===== src/rtl/mem_arbiter_if.sv =====
// Bus bundle for mem_arbiter: the fetch (I) port, the data (D) port, the unified
// memory handshake, and the error flag with its clear.
interface mem_arbiter_if;
  logic        i_req;
  logic [31:0] i_addr;
  logic        i_gnt;
  logic        i_rvalid;
  logic [31:0] i_rdata;

  logic        d_req;
  logic        d_we;
  logic [31:0] d_addr;
  logic [31:0] d_wdata;
  logic [3:0]  d_wstrb;
  logic        d_gnt;
  logic        d_rvalid;
  logic [31:0] d_rdata;

  logic        stall_f;
  logic        stall_m;

  logic        mem_req;
  logic        mem_we;
  logic [31:0] mem_addr;
  logic [31:0] mem_wdata;
  logic [3:0]  mem_wstrb;
  logic [31:0] mem_rdata;
  logic        mem_ready;

  logic        err;
  logic        err_clr;

  // Arbiter side
  modport slave (
    input  i_req, i_addr,
    input  d_req, d_we, d_addr, d_wdata, d_wstrb,
    input  mem_rdata, mem_ready, err_clr,
    output i_gnt, i_rvalid, i_rdata,
    output d_gnt, d_rvalid, d_rdata,
    output stall_f, stall_m,
    output mem_req, mem_we, mem_addr, mem_wdata, mem_wstrb,
    output err
  );

  // Pipeline stages plus memory side
  modport master (
    output i_req, i_addr,
    output d_req, d_we, d_addr, d_wdata, d_wstrb,
    output mem_rdata, mem_ready, err_clr,
    input  i_gnt, i_rvalid, i_rdata,
    input  d_gnt, d_rvalid, d_rdata,
    input  stall_f, stall_m,
    input  mem_req, mem_we, mem_addr, mem_wdata, mem_wstrb,
    input  err
  );
endinterface


===== src/rtl/mem_arbiter.sv =====
// Single-port unified memory arbiter for the fetch and memory stages, with fetch
// anti-starvation and a sticky timeout error for a memory that never answers.
//
// state  | meaning
// IDLE   | no access in flight; grants are issued combinationally here
// BUSY_I | fetch access in flight, waiting for mem_ready or timeout
// BUSY_D | data access in flight, waiting for mem_ready or timeout
module mem_arbiter #(
  parameter int STARVE_LIMIT = 4,
  parameter int TIMEOUT      = 64
) (
  input logic         clk,
  input logic         rst,
  mem_arbiter_if.slave bus
);

  localparam int SW = $clog2(STARVE_LIMIT + 1);
  localparam int TW = (TIMEOUT > 1) ? $clog2(TIMEOUT) : 1;
  localparam logic [31:0] NOP = 32'h0000_0013;

  typedef enum logic [1:0] {IDLE, BUSY_I, BUSY_D} state_t;

  state_t          stateQ, stateD;
  logic            iWin, dWin, memDone, tmoHit, starved;
  logic [SW-1:0]   starveCnt;
  logic [TW-1:0]   tmoCnt;
  logic            memReq, memWe;
  logic [31:0]     memAddr, memWdata;
  logic [3:0]      memWstrb;
  logic            iRvalid, dRvalid;
  logic [31:0]     iRdata, dRdata;
  logic            errQ;

  assign starved = (starveCnt == SW'(STARVE_LIMIT));

  always_ff @(posedge clk or negedge rst) begin
    if (!rst) stateQ <= IDLE;
    else      stateQ <= stateD;
  end

  always_comb begin
    stateD  = stateQ;
    iWin    = 1'b0;
    dWin    = 1'b0;
    memDone = 1'b0;
    tmoHit  = 1'b0;
    case (stateQ)
      IDLE: begin
        // D has priority on a contest unless fetch has lost too many in a row
        if (bus.i_req && (!bus.d_req || starved)) begin
          iWin   = 1'b1;
          stateD = BUSY_I;
        end else if (bus.d_req) begin
          dWin   = 1'b1;
          stateD = BUSY_D;
        end
      end
      BUSY_I, BUSY_D: begin
        if (bus.mem_ready) begin
          memDone = 1'b1;
          stateD  = IDLE;
        end else if (tmoCnt == TW'(TIMEOUT - 1)) begin
          tmoHit = 1'b1;
          stateD = IDLE;
        end
      end
      default: stateD = IDLE;
    endcase
  end

  always_ff @(posedge clk or negedge rst) begin
    if (!rst) begin
      memReq    <= 1'b0;
      memWe     <= 1'b0;
      memAddr   <= '0;
      memWdata  <= '0;
      memWstrb  <= '0;
      iRvalid   <= 1'b0;
      dRvalid   <= 1'b0;
      iRdata    <= '0;
      dRdata    <= '0;
      tmoCnt    <= '0;
      starveCnt <= '0;
      errQ      <= 1'b0;
    end else begin
      iRvalid <= 1'b0;
      dRvalid <= 1'b0;

      if (iWin) begin
        memReq   <= 1'b1;
        memWe    <= 1'b0;
        memAddr  <= bus.i_addr;
        memWdata <= '0;
        memWstrb <= '0;
        tmoCnt   <= '0;
      end else if (dWin) begin
        memReq   <= 1'b1;
        memWe    <= bus.d_we;
        memAddr  <= bus.d_addr;
        memWdata <= bus.d_wdata;
        memWstrb <= bus.d_we ? bus.d_wstrb : 4'b0000;
        tmoCnt   <= '0;
      end else if (memDone || tmoHit) begin
        memReq <= 1'b0;
        tmoCnt <= '0;
        // An aborted fetch returns a NOP so the pipeline keeps moving
        if (stateQ == BUSY_I) begin
          iRvalid <= 1'b1;
          iRdata  <= memDone ? bus.mem_rdata : NOP;
        end else begin
          dRvalid <= 1'b1;
          dRdata  <= (memDone && !memWe) ? bus.mem_rdata : '0;
        end
      end else if (stateQ != IDLE) begin
        tmoCnt <= tmoCnt + TW'(1);
      end

      if (iWin)
        starveCnt <= '0;
      else if (dWin && bus.i_req && !starved)
        starveCnt <= starveCnt + SW'(1);

      if (tmoHit)
        errQ <= 1'b1;
      else if (bus.err_clr)
        errQ <= 1'b0;
    end
  end

  assign bus.i_gnt     = iWin;
  assign bus.d_gnt     = dWin;
  assign bus.i_rvalid  = iRvalid;
  assign bus.i_rdata   = iRdata;
  assign bus.d_rvalid  = dRvalid;
  assign bus.d_rdata   = dRdata;
  assign bus.stall_f   = bus.i_req & ~iRvalid;
  assign bus.stall_m   = bus.d_req & ~dRvalid;
  assign bus.mem_req   = memReq;
  assign bus.mem_we    = memWe;
  assign bus.mem_addr  = memAddr;
  assign bus.mem_wdata = memWdata;
  assign bus.mem_wstrb = memWstrb;
  assign bus.err       = errQ;

endmodule


===== src/flat_wrapper.sv =====
// flat-port wrapper written by rule: the top's interface ports become plain ports
module mem_arbiter_flat 
#(
  parameter int STARVE_LIMIT = 4,
  parameter int TIMEOUT      = 64
)
  (clk, rst, bus_i_req, bus_i_addr, bus_d_req, bus_d_we, bus_d_addr, bus_d_wdata, bus_d_wstrb, bus_mem_rdata, bus_mem_ready, bus_err_clr, bus_i_gnt, bus_i_rvalid, bus_i_rdata, bus_d_gnt, bus_d_rvalid, bus_d_rdata, bus_stall_f, bus_stall_m, bus_mem_req, bus_mem_we, bus_mem_addr, bus_mem_wdata, bus_mem_wstrb, bus_err);
  mem_arbiter_if bus_i ();
  input logic clk;
  input logic rst;
  input wire logic [$bits(bus_i.i_req)-1:0] bus_i_req;
  input wire logic [$bits(bus_i.i_addr)-1:0] bus_i_addr;
  input wire logic [$bits(bus_i.d_req)-1:0] bus_d_req;
  input wire logic [$bits(bus_i.d_we)-1:0] bus_d_we;
  input wire logic [$bits(bus_i.d_addr)-1:0] bus_d_addr;
  input wire logic [$bits(bus_i.d_wdata)-1:0] bus_d_wdata;
  input wire logic [$bits(bus_i.d_wstrb)-1:0] bus_d_wstrb;
  input wire logic [$bits(bus_i.mem_rdata)-1:0] bus_mem_rdata;
  input wire logic [$bits(bus_i.mem_ready)-1:0] bus_mem_ready;
  input wire logic [$bits(bus_i.err_clr)-1:0] bus_err_clr;
  output wire logic [$bits(bus_i.i_gnt)-1:0] bus_i_gnt;
  output wire logic [$bits(bus_i.i_rvalid)-1:0] bus_i_rvalid;
  output wire logic [$bits(bus_i.i_rdata)-1:0] bus_i_rdata;
  output wire logic [$bits(bus_i.d_gnt)-1:0] bus_d_gnt;
  output wire logic [$bits(bus_i.d_rvalid)-1:0] bus_d_rvalid;
  output wire logic [$bits(bus_i.d_rdata)-1:0] bus_d_rdata;
  output wire logic [$bits(bus_i.stall_f)-1:0] bus_stall_f;
  output wire logic [$bits(bus_i.stall_m)-1:0] bus_stall_m;
  output wire logic [$bits(bus_i.mem_req)-1:0] bus_mem_req;
  output wire logic [$bits(bus_i.mem_we)-1:0] bus_mem_we;
  output wire logic [$bits(bus_i.mem_addr)-1:0] bus_mem_addr;
  output wire logic [$bits(bus_i.mem_wdata)-1:0] bus_mem_wdata;
  output wire logic [$bits(bus_i.mem_wstrb)-1:0] bus_mem_wstrb;
  output wire logic [$bits(bus_i.err)-1:0] bus_err;
  assign bus_i.i_req = bus_i_req;
  assign bus_i.i_addr = bus_i_addr;
  assign bus_i.d_req = bus_d_req;
  assign bus_i.d_we = bus_d_we;
  assign bus_i.d_addr = bus_d_addr;
  assign bus_i.d_wdata = bus_d_wdata;
  assign bus_i.d_wstrb = bus_d_wstrb;
  assign bus_i.mem_rdata = bus_mem_rdata;
  assign bus_i.mem_ready = bus_mem_ready;
  assign bus_i.err_clr = bus_err_clr;
  assign bus_i_gnt = bus_i.i_gnt;
  assign bus_i_rvalid = bus_i.i_rvalid;
  assign bus_i_rdata = bus_i.i_rdata;
  assign bus_d_gnt = bus_i.d_gnt;
  assign bus_d_rvalid = bus_i.d_rvalid;
  assign bus_d_rdata = bus_i.d_rdata;
  assign bus_stall_f = bus_i.stall_f;
  assign bus_stall_m = bus_i.stall_m;
  assign bus_mem_req = bus_i.mem_req;
  assign bus_mem_we = bus_i.mem_we;
  assign bus_mem_addr = bus_i.mem_addr;
  assign bus_mem_wdata = bus_i.mem_wdata;
  assign bus_mem_wstrb = bus_i.mem_wstrb;
  assign bus_err = bus_i.err;
  mem_arbiter #(.STARVE_LIMIT(STARVE_LIMIT), .TIMEOUT(TIMEOUT)) u_core (.clk(clk), .rst(rst), .bus(bus_i));
endmodule

===== config.mk =====
export PLATFORM = sky130hd
export DESIGN_NAME = mem_arbiter_flat
export DESIGN_NICKNAME = d
export VERILOG_FILES = /design/src/rtl/mem_arbiter_if.sv /design/src/rtl/mem_arbiter.sv /design/src/flat_wrapper.sv
export SDC_FILE = /design/constraint.sdc
export NUM_CORES = 1
export LEC_CHECK = 0
export BUFFER_PORTS_ARGS = -buffer_cell sky130_fd_sc_hd__buf_2
export CAP_MARGIN = 40
export CORE_MARGIN = 5
export CORE_UTILIZATION = 27
export CTS_CLUSTER_DIAMETER = 80
export DETAILED_ROUTE_END_ITERATION = 6
export MAX_ROUTING_LAYER = met4
export PLACE_DENSITY_LB_ADDON = 0.15
export SYNTH_ARGS = -nofsm -noshare
export SYNTH_HDL_FRONTEND = slang
export SYNTH_SLANG_ARGS = --single-unit

===== constraint.sdc =====
create_clock -name clk -period 2.3 [get_ports clk]
set_clock_uncertainty 0.15 [all_clocks]
set_input_delay 0.575 -clock clk [delete_from_list [all_inputs] [get_ports clk]]
set_output_delay 0.575 -clock clk [all_outputs]
set_load 0.01 [all_outputs]

==> results of run 1 <==
-- flip-flops by register name, summed over array words and instances, names as in the netlist, 2 cells and up --
register / cells
u_core.bus.d_rdata: 32
u_core.bus.i_rdata: 32
u_core.bus.mem_addr: 32
u_core.bus.mem_wdata: 32
u_core.tmoCnt: 6
u_core.bus.mem_wstrb: 4
u_core.starveCnt: 3
u_core.stateQ: 2
-- worst max-delay path by stage --
stage | start | end | cells after the start
finish | u_core.starveCnt[1]$_DFFE_PN0P_ | bus_d_gnt | 5
global route | u_core.stateQ[0]$_DFFE_PN0P_ | bus_d_gnt | 5
CTS | u_core.stateQ[0]$_DFFE_PN0P_ | bus_i_gnt | 5
detailed placement | u_core.stateQ[0]$_DFFE_PN0P_ | bus_i_gnt | 5
global placement | bus_d_req | bus_d_gnt | 5
floorplan | bus_d_req | bus_i_gnt | 4
-- cell families (layout without fill, tap and decap cells) --
family / Yosys count / count (layout) / synth area share (%)
AOI/OAI and AO/OA: 282 / 282 / 24.6
and+or+nand+nor: 188 / 188 / 13.2
DFF: 148 / 148 / 51.5
buffers and inverters: 143 / 416 / 9.24
adders and majority gates: 5 / 5 / 0.870
xor gates and xnor gates: 3 / 3 / 0.366
muxes: 1 / 1 / 0.139
other: 0 / 3 / 0
-- routing by layer --
metal	vias up	part of all wire, %
met1	3250	46
met5	-	0
li1	3287	-
met4	0	1.1
met3	18	7.4
met2	228	46
-- metrics by stage --
stage	hold WS (ns)	setup WS (ns)	utilization, %	instance area (um^2)
2_1_floorplan	0.129	0.228	-	7190
3_3_place_gp	0.320	0.279	34.6	9030
3_5_place_dp	0.326	0.247	34.6	9030
4_1_cts	0.164	0.000194	36.9	9650
5_1_grt	0.177	0.00840	37.0	9670
6_report	0.195	0.100	37.0	9670
-- layout by cell type, fill, tap and decap left out, types with 3 or more instances in the layout --
cell / count
inv_6: 8
buf_12: 12
a21oi_1: 28
inv_1: 64
o21bai_1: 3
inv_8: 3
o221a_2: 3
buf_4: 25
dfrtp_1: 148
o211ai_1: 61
a211oi_1: 3
a22o_1: 5
buf_2: 276
a31oi_1: 33
clkbuf_16: 17
and2_1: 3
o21ai_0: 127
a211oi_2: 4
buf_6: 3
a32o_1: 4
nand3_1: 125
nand2_1: 5
diode_2: 3
inv_2: 3
ha_1: 3
nor2_1: 35
-- cell usage after synthesis, drive strengths merged (2+ instances only) --
library cell  count
o21bai            3
inv              67
a31oi            33
a211oi            7
nor3b             2
a221oi            2
a32o              4
a21oi            28
clkbuf           22
a22o              5
o21ai           128
buf              54
nand2b            2
nor2             37
o221a             3
xor2              2
dfrtp           148
o211ai           61
nand3           126
nor2b             2
ha                5
a21o              3
and3              3
or3               2
nand2             6
and2              3
-- repair_timing --
action / in CTS / in global routing
pin swaps: 2 / 2
hold buffers: 1 / 0
endpoints found under the setup margin: 2 / 2
gates resized for setup: 12 / 1
hold endpoints to repair: 32 / 0
buffers inserted: 0 / 1
-- power groups by stage --
stage               combinational (mW)  clock [mW]  sequential (mW)
finish                            5.60        2.71             4.08
global route                      6.22        2.92             4.21
CTS                               5.71        2.82             4.09
detailed placement                5.61           0             4.12
global placement                  5.59           0             4.11
floorplan                         2.96           0             4.48
-- layout make-up --
type / instances / area share, %
multi-input cells: 479 / 29.7
clock inverters: 15 / 1.37
clock buffers: 17 / 4.40
inverters: 67 / 2.60
diodes: 3 / 0.0776
well taps: 335 / 4.34
flip-flops and latches: 148 / 38.3
repair buffers: 317 / 19.2
==> impl_results.md, run 1 <==
* Status: finished clean
* Worst reg2reg path depth at 6
* Via count at 6783
* Hpwl dp at between 15 and 20 mm
* Endpoints failing setup at 0
* Worst min path class: input pin to flop
* Final wirelength at 24.8 mm
* Post-synthesis cell area at slightly above 0.007 mm^2
* Die X at ~170 um
* Core area at roughly 0.026 mm^2
* Largest net degree at the start of global routing at 65
* Share of cells above drive strength 1 at 36.0%
* Pint at 7.13 mW
* Fillers at approximately 2700
* Worst R2R End: u_core.bus.d_rdata[2]$_DFFE_PN0P_
* CTS H-tree lvls at 4
* Initial antenna violation count at 3
* Fraction of registers with async set/reset at 100%
* Initial Utilization at between 20 and 30%
* Worst slew pin tran at 0.628 ns
* Fin Setup TNS at 0 ns
* Peak supply drop at 0.399 mV
* R2R Path Start: u_core.tmoCnt[0]$_DFFE_PN0P_
* WS Path Type: flop to output port
* Die height at 173 um
* Total GRT Usage at 16.8%
* Tmin final at 2.20 ns
* Period Utilization, post-route at 95.6%
* Placer Congestion at 0.763
* Yosys top cell by area: dfrtp_1
* Worst rel slew slack at between 50% and 60%
* Most Used Layer, Global Route: met2
* Seq cells post-synth at 148
* Fmax at 455 MHz
* Register area at between 0.003 and 0.004 mm^2
* # DRC at 0
* Sequential share of the synthesized area at around 52%
* First-pass GRT wire length at 39.8 mm
* Hold path startpoint: bus_err_clr
* Crit start category: flop
* Iteration-0 DRC Markers at 514
* Synthesized Nets at 914
* Ports at 280
* CTS Buffer Depth at 2
* Count of pins over their slew limit at 0
* CTS tree: yes
* Yosys warns at 0
* R2R Setup Slk at 0.36 ns
* Nets at 1174
* # port buffers at between 200 and 300
* Worst-Skew Late Latency at 0.42 ns
* Multi-input logic area at 0.00288 mm^2
* Routing usage on met3 at ~5.5%
* Gr ovfl total at 0
* Slowest CP cell: dfrtp_1
* Vias/cell at 4.91
* Clk pwr share at around 22%
* CP endpoint kind: output port
* Met1 Use GR at 21.5%
* Delay-heaviest family, CP: flip-flops
* CP max stage delay at 0.35 ns
* Tot Pwr at ~12 mW
* Min-Delay Endpoint: u_core.bus.err$_DFFE_PN0P_
* Max-Cap Viols at 0
* CTS Sinks at 148
* Placement Rows at 59
* Routed WL per cell at 18.0 um
* CP Cell Sequence: inv_1 -> ha_4 -> and3_4 -> nor2_4 -> buf_6
* CP arrival at around 1.5 ns
* CTS Root Cell: clkbuf_16
* Part of the power in registers at 32.9%
* Combinational power share at 45.2%
* ANT nets after route at 0
* Crit path buf inv count at 2
* Hold Crit Depth at 2
* Req. time, crit path at 1.57 ns
* Area Overhead vs Synth at 34.5%
* DR pass1 iterations at 5
* Max FO, Critical Path at 4
* Gate count of the mapped netlist at 770
* Leak pwr at 4.46 nW
* Final hold vios at 0
* Unrepaired setup endpoints after global routing: false
* Clk slew on worst S/H paths at 0.07 ns
* Die Footprint at 0.0300 mm^2
* Area fraction of the dominant cell type after synthesis at 51.5%
* Placed cells at 1344
* Sw frac at 42.5%
* Number of synthesized flops with an enable pin at 0
* PwrDens at 1280 mW/mm^2
* GR Layer Usage met2 at 25.9%
* Area contributors post-synth: dfrtp_1 (52%), o21ai_0 (8.8%), nand3_1 (8.7%), o211ai_1 (6.4%), inv_1 (3.5%)
* Non-Filler Instances at 1381
* Vias in the first global route at 6945
* Switching power at 5.26 mW
* Number of buffers created by CTS at 17
* Syn avg cell area at 9.33 um^2
* Distinct cell type count after synthesis at 47
* Most common flop cell mapped by yosys: dfrtp_1
Power figures use the tool's default switching activity.
==> inputs of run 2 (changes only) <==
--- a/config.mk
+++ b/config.mk
@@ -5,6 +5,7 @@
 export SDC_FILE = /design/constraint.sdc
 export NUM_CORES = 1
 export LEC_CHECK = 0
+export ABC_AREA = 0
 export BUFFER_PORTS_ARGS = -buffer_cell sky130_fd_sc_hd__buf_2
 export CAP_MARGIN = 40
 export CORE_MARGIN = 5
==> constraint.sdc (replaced) <==
create_clock -name clk -period 2.8 [get_ports clk]
set_clock_uncertainty 0.15 [all_clocks]
set_input_delay 0.7 -clock clk [delete_from_list [all_inputs] [get_ports clk]]
set_output_delay 0.7 -clock clk [all_outputs]
set_load 0.01 [all_outputs]
==> run 2 against run 1 <==
Against the previous run: clock power decreased by 11%; sequential share of layout area increased by 0.57 points; final area is 1.5% lower; sequential power is 18% lower.
==> impl_results.md, run 2 (synthesis results as in run 1) <==
* Worst reg2reg path depth at 6 (unchanged)
* Worst rel slew slack at 59.5% (was 58.1%)
* Non-Filler Instances at 1375 (was 1381)
* Post CTS Setup Buffer Count at 0 (unchanged)
* Peak supply drop at 0.370 mV (was 0.399 mV)
* Hpwl dp at 16.8 mm (about the same)
* Vias/cell at 5.00 (was 4.91)
* WS Path Type: flop to output port (unchanged)
* CP Cell Sequence: inv_1 -> ha_1 -> nand2_1 -> nor2_2 -> buf_2 (was inv_1 -> ha_4 -> and3_4 -> nor2_4 -> buf_6)
* CP arrival at 1.78 ns (was 1.47 ns)
* Met1 Use GR at 23.3% (was 21.5%)
* Req. time, crit path at 1.95 ns (was 1.57 ns)
* # DRC at 0 (unchanged)
* Routing usage on met3 at 5.35% (was 5.50%)
* Hold WS at 0.0717 ns (was 0.195 ns)
* Leak pwr at 4.42 nW (was 4.46 nW)
* CTS H-tree lvls at 4 (unchanged)
* Slowest CP cell: dfrtp_1 (unchanged)
* CTS tree: yes (unchanged)
* Most Used Layer, Global Route: met2 (unchanged)
* Core area at 0.0261 mm^2 (unchanged)
* Period Utilization, post-route at 93.9%
* Most frequent cells in the layout: buf_2 (278), dfrtp_1 (148), o21ai_0 (127), nand3_1 (125), inv_1 (67) (was buf_2 (276), dfrtp_1 (148), o21ai_0 (127), nand3_1 (125), inv_1 (64))
* CTS Root Cell: clkbuf_16 (unchanged)
* Gr ovfl total at 0 (unchanged)
* Final WS setup at 0.170 ns (was 0.100 ns)
* ANT nets after route at 0 (unchanged)
* Clk slew on worst S/H paths at 0.07 ns (about the same)
* Placer Congestion at 0.758 (was 0.763)
* Vias in the first global route at 6740 (was 6945)
* Total GRT Usage at 16.8% (about the same)
* Via count at 6878 (was 6783)
* Worst min path class: input pin to async pin (was input pin to flop)
* Final wirelength at 24.9 mm (was 24.8 mm)
* Crit start category: flop (unchanged)
* Initial Utilization at 27.5% (unchanged)
* Share of cells above drive strength 1 at 35.0% (was 36.0%)
* Hold Buf Count CTS at 0 (was 1)
* CTS Sinks at 148 (unchanged)
* Placed cells at 1338 (was 1344)
* Pre-CTS setup slack at 0.491 ns (was 0.247 ns)
* Worst-Skew Late Latency at 0.43 ns (was 0.42 ns)
* Status: finished clean (unchanged)
* PwrDens at 1070 mW/mm^2 (was 1280 mW/mm^2)
* Endpoints failing setup at 0 (unchanged)
* Initial antenna violation count at 5 (was 3)
* DR pass1 iterations at 5 (unchanged)
* Worst slew pin tran at 0.606 ns (was 0.628 ns)
* CP endpoint kind: output port (unchanged)
* Max-Cap Viols at 0 (unchanged)
* Unrepaired setup endpoints after global routing: false (unchanged)
* Die X at 173 um (unchanged)
* Fin Setup TNS at 0 ns (unchanged)
* CTS resizes at 0 (was 12)
* Tmin final at 2.63 ns
* Count of pins over their slew limit at 0 (unchanged)
* Final hold vios at 0 (unchanged)
* # port buffers at 279 (unchanged)
* GR Layer Usage met2 at 24.0% (was 25.9%)
* Nets at 1166 (was 1174)
* Area Overhead vs Synth at 32.5% (was 34.5%)
* Routed WL per cell at 18.1 um (was 18.0 um)
* Max FO, Critical Path at 7 (was 4)
* Number of buffers created by CTS at 17 (unchanged)
* Largest net degree at the start of global routing at 65 (unchanged)
* Placement Rows at 59 (unchanged)
* Ports at 280 (unchanged)
* First-pass GRT wire length at 40.0 mm (was 39.8 mm)
* CTS Buffer Depth at 2 (unchanged)
* Die height at 173 um (unchanged)
* CP max stage delay at 0.40 ns (was 0.35 ns)
* Fmax at 380 MHz
* Leading cell type in the layout, fill and taps excluded: buf_2 (unchanged)
* Iteration-0 DRC Markers at 537 (was 514)
* Die Footprint at 0.0300 mm^2 (unchanged)
[run 2: changes by cell type in the layout (fill, tap and decap cells not counted), sizes merged]
cell / delta
diode: +2
clkinv: +1
dlygate4sd3: -1
bufinv: +1
clkinvlp: -2
buf: -7
[run 2: per-stage QoR]
stage          utilization, %  total power, mW  instance area [um^2]
6_report                 36.5             10.2                  9530
5_1_grt                  36.5             11.0                  9530
4_1_cts                  36.4             10.3                  9510
3_5_place_dp             34.1             7.87                  8900
3_3_place_gp             34.1             7.86                  8900
2_1_floorplan               -             6.11                  7190
[run 2: layout make-up]
cell class	count	area (um^2)
fillers	2783	16600
flip-flops and latches	148	3700
multi-input cells	479	2840
repair buffers	309	1690
clock buffers	17	425
well taps	335	419
inverters	67	251
clock inverters	15	185
diodes	5	12.5
[run 2: report_power, final]
part	internal, mW	leakage, nW	switching (mW)
combinational	1.62	2.46	2.80
clock	1.30	0.302	1.12
sequential	2.91	1.66	0.438
total	5.82	4.42	4.36
[run 2: path summary, 6_finish.rpt]
| kind | start | endpoint | slack, ns |
|---|---|---|---|
| min reg2reg | u_core.bus.mem_wstrb[3]$_DFFE_PN0P_ | u_core.bus.mem_wstrb[3]$_DFFE_PN0P_ | 0.34 |
| min | rst | u_core.bus.mem_wdata[27]$_DFFE_PN0P_ | 0.07 |
| max reg2reg | u_core.stateQ[0]$_DFFE_PN0P_ | u_core.bus.d_rdata[7]$_DFFE_PN0P_ | 0.67 |
| max | u_core.stateQ[0]$_DFFE_PN0P_ | bus_i_gnt | 0.17 |
| min in group clk | bus_err_clr | u_core.bus.err$_DFFE_PN0P_ | 0.32 |
| max in group asynchronous | rst | u_core.bus.mem_wdata[25]$_DFFE_PN0P_ | 1.79 |
[run 2: layer usage]
metal	vias up	share of wire, %	wire length, um
met3	18	7.4	1840
met1	3345	47	11600
met5	-	0	0
li1	3277	-	-
met2	238	45	11200
met4	0	1.0	255
[run 2: critical path: cells and delay by family, from the launching register on]
kind / cells / cell delay [ns]
simple gates: 2 / 0.35
buf+inv: 2 / 0.27
flops: 1 / 0.40
fa+ha+maj: 1 / 0.34
==> inputs of run 3 (changes only) <==
--- a/config.mk
+++ b/config.mk
@@ -12,7 +12,6 @@
 export CORE_UTILIZATION = 27
 export CTS_CLUSTER_DIAMETER = 80
 export DETAILED_ROUTE_END_ITERATION = 6
-export MAX_ROUTING_LAYER = met4
 export PLACE_DENSITY_LB_ADDON = 0.15
 export SYNTH_ARGS = -nofsm -noshare
 export SYNTH_HDL_FRONTEND = slang
==> run 3 against run 2 <==
Against the previous run: combinational power about the same; worst hold slack improved by 0.0063 ns; largest power group unchanged; register-to-register slack about the same.
==> impl_results.md, run 3 (synthesis results as in run 1) <==
* Max-Cap Viols at 0 (unchanged)
* Endpoints failing setup at 0 (unchanged)
* Hold Buf Count CTS at 0 (unchanged)
* Routed wl met2 at 11.2 mm (about the same)
* Final wirelength at 25.0 mm (was 24.9 mm)
* Clk slew on worst S/H paths at 0.07 ns (about the same)
* Leading cell type in the layout, fill and taps excluded: buf_2 (unchanged)
* Period Utilization, post-route at 94.2% (was 93.9%)
* CP Cell Sequence: inv_1 -> ha_1 -> nand2_1 -> nor2_2 -> buf_2 (unchanged)
* CTS H-tree lvls at 4 (unchanged)
* Fin Setup TNS at 0 ns (unchanged)
* First-pass GRT wire length at 40.0 mm (about the same)
* Iteration-0 DRC Markers at 509 (was 537)
* Ports at 280 (unchanged)
* CTS resizes at 0 (unchanged)
* Placer Congestion at 0.749 (was 0.758)
* Count of pins over their slew limit at 0 (unchanged)
* Worst rel slew slack at 59.5% (about the same)
* Gr ovfl total at 0 (unchanged)
* Number of buffers created by CTS at 17 (unchanged)
* CTS Sinks at 148 (unchanged)
* Post CTS Setup Buffer Count at 0 (unchanged)
* DR pass1 iterations at 5 (unchanged)
* CP endpoint kind: output port (unchanged)
* Initial Utilization at 27.5% (unchanged)
* CTS Buffer Depth at 2 (unchanged)
* Crit path buf inv count at 2 (unchanged)
* Die X at 173 um (unchanged)
* Die Footprint at 0.0300 mm^2 (unchanged)
* Largest net degree at the start of global routing at 65 (unchanged)
* Total GRT Usage at 16.4% (was 16.8%)
* Most frequent cells in the layout: buf_2 (278), dfrtp_1 (148), o21ai_0 (127), nand3_1 (125), inv_1 (67) (unchanged)
* CTS Root Cell: clkbuf_16 (unchanged)
* Routed WL per cell at 18.2 um (was 18.1 um)
* Delay-heaviest family, CP: flip-flops (unchanged)
* # port buffers at 279 (unchanged)
* Die height at 173 um (unchanged)
* Non-Filler Instances at 1370 (was 1375)
* Core area at 0.0261 mm^2 (unchanged)
* Leak pwr at 4.42 nW (about the same)
* Crit start category: flop (unchanged)
* Top Layer Used: met5 (was met4)
* Via count at 6792 (was 6878)
* Placed cells at 1338 (unchanged)
* Worst slew pin tran at 0.607 ns (was 0.606 ns)
* PwrDens at 1070 mW/mm^2 (about the same)
* Final WS setup at 0.163 ns (was 0.170 ns)
* Final hold vios at 0 (unchanged)
* Fmax at 379 MHz (was 380 MHz)
* Unrepaired setup endpoints after global routing: false (unchanged)
* Nets at 1166 (unchanged)
* ANT nets after route at 0 (unchanged)
* Area Overhead vs Synth at 32.4% (was 32.5%)
* Hpwl dp at 16.8 mm (unchanged)
* Initial antenna violation count at 5 (unchanged)
* Req. time, crit path at 1.95 ns (about the same)
* CP max stage delay at 0.40 ns (about the same)
* Worst min path class: input pin to async pin (unchanged)
* # DRC at 0 (unchanged)
* Share of cells above drive strength 1 at 35.0% (unchanged)
* Vias/cell at 4.96 (was 5.00)
* Status: finished clean (unchanged)
* Pre-CTS setup slack at 0.491 ns (unchanged)
* CP arrival at 1.79 ns (was 1.78 ns)
* Post-Route M1 WL at 11.7 mm (was 11.6 mm)
* Max FO, Critical Path at 7 (unchanged)
* Tmin final at 2.64 ns (was 2.63 ns)
* Peak supply drop at 0.369 mV (was 0.370 mV)
* Slowest CP cell: dfrtp_1 (unchanged)
* Vias in the first global route at 6743 (was 6740)
* Placement Rows at 59 (unchanged)
* Ant diodes at 0 (was 5)
* Worst-Skew Late Latency at 0.43 ns (about the same)
* WL met3 at 1.83 mm (was 1.84 mm)
* CTS tree: yes (unchanged)
* WS Path Type: flop to output port (unchanged)
run 3: cell count changes in the layout (fill, tap and decap cells not counted):
cell,previous run,this run
diode_2,5,0
run 3: where the power goes:
group	internal [mW]	total [mW]	switching, mW	leakage [nW]
Combinational	1.62	4.42	2.80	2.46
Clock	1.30	2.42	1.12	0.302
Sequential	2.91	3.34	0.439	1.66
run 3: metal layers:
metal / GRT usage [%] / vias up
li1: - / 3261
met1: 23.2 / 3287
met2: 23.9 / 209
met3: 5.85 / 25
met4: 4.12 / 10
met5: 0 / -
run 3: metrics by stage:
step	hold slack, ns	utilization, %	total power [mW]	instance area [um^2]
2_1_floorplan	0.254	-	6.11	7190
3_3_place_gp	0.323	34.1	7.86	8900
3_5_place_dp	0.327	34.1	7.87	8900
4_1_cts	0.101	36.4	10.3	9510
5_1_grt	0.116	36.4	11.0	9510
6_report	0.0780	36.4	10.2	9510
run 3: path summary, 6_finish.rpt:
path                                                   endpoint  slack, ns  cells after the start                                 from
setup / recovery                                      bus_i_gnt       0.16                      5         u_core.stateQ[0]$_DFFE_PN0P_
hold / removal             u_core.bus.mem_wdata[27]$_DFFE_PN0P_       0.08                      1                                  rst
setup reg to reg              u_core.bus.d_rdata[7]$_DFFE_PN0P_       0.67                      6         u_core.stateQ[0]$_DFFE_PN0P_
hold reg to reg             u_core.bus.mem_wstrb[3]$_DFFE_PN0P_       0.34                      1  u_core.bus.mem_wstrb[3]$_DFFE_PN0P_
max in group asynchronous  u_core.bus.mem_wdata[25]$_DFFE_PN0P_       1.79                      2                                  rst
min in group clk                     u_core.bus.err$_DFFE_PN0P_       0.32                      2                          bus_err_clr
run 3: cell type report:
class / instances / area [um^2]
fill: 2784 / 16600
sequential: 148 / 3700
multi-input combinational: 479 / 2840
timing repair buffer: 309 / 1690
clock buffer: 17 / 425
tap: 335 / 419
inverter: 67 / 251
clock inverter: 15 / 185
run 3: worst reg2reg max path: cells and delay by family, from the launching register on:
kind                       cells  cell delay, ns
adders and majority gates      1            0.35
buffers and inverters          2            0.55
DFF                            1            0.40
AOI/OAI and AO/OA              3            0.61
